--- config.mk ---
export PLATFORM = sky130hd
export DESIGN_NAME = seg_scan_display
export DESIGN_NICKNAME = d
export VERILOG_FILES = /design/src/rtl/seg_scan_display.sv
export SDC_FILE = /design/constraint.sdc
export NUM_CORES = 1
export LEC_CHECK = 0
export ABC_AREA = 1
export CAP_MARGIN = 25
export CORE_MARGIN = 2
export CORE_UTILIZATION = 50
export CTS_CLUSTER_SIZE = 10
export DETAILED_ROUTE_END_ITERATION = 10
export GPL_ROUTABILITY_DRIVEN = 0
export PLACE_DENSITY = 0.8
export SLEW_MARGIN = 20
export SYNTH_ARGS = -nofsm -noshare
export SYNTH_HDL_FRONTEND = slang
export SYNTH_SLANG_ARGS = --single-unit
--- constraint.sdc ---
create_clock -name clk -period 6.3 [get_ports clk]
set_clock_uncertainty 0.1 [all_clocks]
set_input_delay 0.63 -clock clk [delete_from_list [all_inputs] [get_ports clk]]
set_output_delay 0.63 -clock clk [all_outputs]
set_load 0.05 [all_outputs]
--- src/rtl/seg_scan_display.sv ---
// Time-multiplexed 8-digit seven-segment driver for an HH-MM-SS clock face.
// A per-frame snapshot of the packed BCD time is rendered one digit slot at a time.
module seg_scan_display #(
  parameter int SCAN_DIV     = 100000,
  parameter int BLINK_FRAMES = 62
) (
  input  logic        clk,
  input  logic        rst,
  input  logic [23:0] hexs,
  input  logic        blank_lz,
  input  logic        sep_blink,
  output logic [7:0]  an,
  output logic [7:0]  seg,
  output logic        frame
);

  localparam int PW = (SCAN_DIV > 2) ? $clog2(SCAN_DIV) : 1;
  localparam int FW = (BLINK_FRAMES > 1) ? $clog2(BLINK_FRAMES) : 1;

  localparam logic [7:0] GLYPH_DASH  = 8'hBF;
  localparam logic [7:0] GLYPH_BLANK = 8'hFF;
  localparam logic [7:0] GLYPH_ERR   = 8'h86;

  logic [PW-1:0] presc_q, presc_d;
  logic [2:0]    idx_q,   idx_d;
  logic [23:0]   snap_q,  snap_d;
  logic [FW-1:0] fcnt_q,  fcnt_d;
  logic          bp_q,    bp_d;
  logic          run_q,   run_d;
  logic [7:0]    an_q,    an_d;
  logic [7:0]    seg_q,   seg_d;
  logic          frame_q, frame_d;

  logic          tick;
  logic          wrap;
  logic [3:0]    nib;
  logic          is_dash;
  logic [7:0]    glyph;

  function automatic logic [7:0] encode_digit(input logic [3:0] v);
    logic [7:0] g;
    case (v)
      4'd0:    g = 8'hC0;
      4'd1:    g = 8'hF9;
      4'd2:    g = 8'hA4;
      4'd3:    g = 8'hB0;
      4'd4:    g = 8'h99;
      4'd5:    g = 8'h92;
      4'd6:    g = 8'h82;
      4'd7:    g = 8'hF8;
      4'd8:    g = 8'h80;
      4'd9:    g = 8'h90;
      default: g = GLYPH_ERR;
    endcase
    return g;
  endfunction

  // Digit selection and glyph rendering from the frame snapshot.
  always_comb begin
    // NOTE: every output of a combinational block gets a default first so no latch is inferred.
    nib     = 4'd0;
    is_dash = 1'b0;
    case (idx_q)
      3'd7:    nib = snap_q[23:20];
      3'd6:    nib = snap_q[19:16];
      3'd4:    nib = snap_q[15:12];
      3'd3:    nib = snap_q[11:8];
      3'd1:    nib = snap_q[7:4];
      3'd0:    nib = snap_q[3:0];
      default: is_dash = 1'b1;
    endcase

    if (is_dash) begin
      glyph = (!sep_blink || bp_q) ? GLYPH_DASH : GLYPH_BLANK;
    end else if (idx_q == 3'd7 && blank_lz && nib == 4'd0) begin
      glyph = GLYPH_BLANK;
    end else begin
      glyph = encode_digit(nib);
    end
  end

  always_comb begin
    tick    = (presc_q == PW'(SCAN_DIV - 1));
    wrap    = tick && (idx_q == 3'd7);

    presc_d = tick ? '0 : presc_q + 1'b1;
    idx_d   = tick ? idx_q + 3'd1 : idx_q;
    snap_d  = wrap ? hexs : snap_q;
    frame_d = wrap;
    run_d   = run_q | tick;

    fcnt_d  = fcnt_q;
    bp_d    = bp_q;
    if (wrap) begin
      if (fcnt_q == FW'(BLINK_FRAMES - 1)) begin
        fcnt_d = '0;
        bp_d   = ~bp_q;
      end else begin
        fcnt_d = fcnt_q + 1'b1;
      end
    end

    // The outputs stay dark after reset until the first slot tick has happened.
    an_d  = an_q;
    seg_d = seg_q;
    if (run_q) begin
      an_d  = ~(8'h01 << idx_q);
      seg_d = glyph;
    end
  end

  // NOTE: sequential state uses non-blocking assignments so all flops update together on the edge.
  always_ff @(posedge clk or negedge rst) begin
    if (!rst) begin
      presc_q <= '0;
      idx_q   <= 3'd0;
      snap_q  <= 24'h000000;
      fcnt_q  <= '0;
      bp_q    <= 1'b0;
      run_q   <= 1'b0;
      an_q    <= 8'hFF;
      seg_q   <= 8'hFF;
      frame_q <= 1'b0;
    end else begin
      presc_q <= presc_d;
      idx_q   <= idx_d;
      snap_q  <= snap_d;
      fcnt_q  <= fcnt_d;
      bp_q    <= bp_d;
      run_q   <= run_d;
      an_q    <= an_d;
      seg_q   <= seg_d;
      frame_q <= frame_d;
    end
  end

  assign an    = an_q;
  assign seg   = seg_q;
  assign frame = frame_q;

endmodule

==> metrics <==
DRT Pass-1 Iters=6; ys async rst share=1.00; core footprint=6830 sq um; Layout area overhead=18.2%; clock slew at reported path FFs=0.08 ns; register area=1720 sq um; H-tree depth=3; hold_buf cts=0; Mean Syn Cell Area=8.09 sq um; Yosys warning count=0; clock tree buffer depth=2; pre-CTS setup slack=3.62 ns; CP endpoint kind=flop; CTS Root Cell=clkbuf_8; multi-input logic area=1580 sq um; worst stage delay on the critical path=0.60 ns; total wire length=7670 um; most common cell in the synthesized netlist=nand2_1; Num CTS Buffers=9; crit path max fanout=13; Internal=0.000603 W; Slew HR=0.443; Cell Chain, Critical Path=inv_1 -> ha_1 -> nand2_1 -> nand2_1 -> a31oi_1 -> nand2_1 -> nand2_1 -> ha_1 -> nand2_1 -> nor2_1 -> nand3_1 -> nand2_1 -> nand3_1 -> a21oi_1; FF+latch count, synth=68; Final setup violation count=0; Sw Pwr=0.000184 W; CP Launch Type=flop; RSZ-0062 raised after global routing=no; crit path DAT=2.93 ns; Post-DRT Antenna Nets=0; Die Y-Extent=88.3 um; drt initial violations=164; Pins Over Slew Limit=0; post-detail-place hpwl=5620 um; PortBufs=43; period utilization=0.437; largest area contributor in the netlist=dfrtp_1; CTS tree=done; top post-synthesis cells by area=dfrtp_1 37%, nand2_1 15%, dfstp_2 11%; peak supply drop=0.0000971 V; Comb pwr share=0.033; Num Clock Sinks=68; syn nets=481; number of global-route vias before repair=2958; CP required=6.47 ns; top post-synthesis cells by count=138 x nand2_1, 62 x nor2_1, 53 x dfrtp_1, 42 x inv_1, 29 x nand3_1; worst slew pin tran=0.836 ns; Sw Ratio=0.234; crit path time final=2.75 ns; share of layout cells above drive strength 1=0.0961; Post-Syn Instances=439; Post-synth top flop=dfrtp_1; library cells used by synthesis=33; Post-CTS Setup Bufs=0; die area=7790 sq um; clk_lat worst skew=0.34 ns; TNS Setup=0 ns; nets=526; Most common cell on crit path=nand2_1; # resized after CTS=0; number of synthesized flops with an enable pin=0; power per cell area=188 nW/um^2; Hold Fails Final Rpt=0; Sequential Power Share=0.555; HP Class=flop to flop; io pins=45; clock network power share=0.412; largest net degree at the start of global routing=69; WL/cell=13.1 um; Pleak=1.96 nW; DIE WIDTH=88.3 um; Filler cells=611; Synth top area share=0.374; CP bufs+invs=1; vias per inst=5.15; Max Cap Violations=0; first-pass GRT wire length=13200 um; synthesized area=3550 sq um; diode count=0; register area share after synthesis=0.485; Initial Util=0.520; Vias=3015; gr ovfl total=0; Achievable Freq=364 MHz; slowest CP cell=dfrtp_1; FP Rows=30; worst setup margin=3.55 ns; initial antenna violation count=0; status=complete, no violations; all-layer global routing usage=0.221; cell family with most CP delay=simple AND/OR/NAND/NOR gates; DRC=0; WS Path Type=flop to flop
cells by family (layout without fill, tap and decap cells):
| group | after synthesis | after routing | share of synthesized area |
|---|---|---|---|
| buf+inv | 54 | 104 | 0.0716 |
| fa+ha+maj | 14 | 14 | 0.0493 |
| flops | 68 | 68 | 0.485 |
| other cells | 1 | 1 | 0.00106 |
| xor+xnor | 11 | 11 | 0.0271 |
| compound gates | 34 | 34 | 0.0532 |
| simple gates | 257 | 257 | 0.313 |
metrics by stage:
step | instances | area, sq um | utilization | hold slack (ns) | total power (W)
after floorplan | 439 | 3550 | - | 0.234 | 0.000447
after global placement | 569 | 4020 | 0.588 | 0.339 | 0.000471
after detailed placement | 569 | 4020 | 0.588 | 0.348 | 0.000472
after CTS | 585 | 4200 | 0.614 | 0.358 | 0.000794
after global routing | 585 | 4200 | 0.614 | 0.368 | 0.000812
final | 585 | 4200 | 0.614 | 0.353 | 0.000787
routing by layer:
metal  vias up  global-route usage  share of wire
li1       1479                   -              -
met1      1396               0.293           0.45
met2       116               0.327           0.46
met3        24              0.0485          0.061
met4         0               0.140          0.032
met5         -                   0              0
power by group through the flow:
stage	sequential, W	clock (W)	combinational (W)
floorplan	0.000445	0	0.00000178
global placement	0.000445	0	0.0000263
finish	0.000437	0.000325	0.0000259
detailed placement	0.000445	0	0.0000267
global route	0.000437	0.000347	0.0000291
CTS	0.000437	0.000331	0.0000267
cell usage in the layout, fill, tap and decap left out, types with 2 or more instances in the layout:
cell | Yosys | final
inv_1 | 42 | 42
dfstp_2 | 15 | 15
xnor2_1 | 2 | 2
dfrtp_1 | 53 | 53
clkinv_2 | 0 | 2
nor2_1 | 62 | 62
clkbuf_8 | 0 | 10
a21oi_1 | 8 | 8
a31oi_1 | 7 | 7
clkinvlp_4 | 0 | 4
nand2_1 | 138 | 138
nand3_1 | 29 | 29
clkdlybuf4s50_1 | 0 | 42
nor3_1 | 6 | 6
nor4_1 | 4 | 4
xor2_1 | 9 | 9
nand4_1 | 7 | 7
o21ai_0 | 17 | 17
ha_1 | 14 | 14
nand2_2 | 3 | 3
sequential cells by signal, indices dropped and copies added (netlist names):
name and cells:
an 8, fcnt_q 6, snap_q 24, seg 7, idx_q 3, frame 1, run_q 1, presc_q 17
bp_q 1
area by class of cell:
class,instances,area share
flip-flops and latches,68,0.410
multi-input cells,317,0.375
repair buffers,44,0.103
inverters,44,0.0405
clock buffers,10,0.0328
well taps,96,0.0286
clock inverters,6,0.00954
worst paths after layout:
kind	start	end	slack [ns]	cells past startpoint
hold reg to reg	presc_q[0]	presc_q[0]	0.35	1
max in group asynchronous	rst	presc_q[11]	5.19	2
setup / recovery	idx_q[2]	seg[6]	3.55	14
min in group asynchronous	rst	fcnt_q[0]	0.36	2
hold / removal	presc_q[0]	presc_q[0]	0.35	1
setup reg to reg	idx_q[2]	seg[6]	3.55	14
Note: power is estimated with default switching activity, not from simulation.
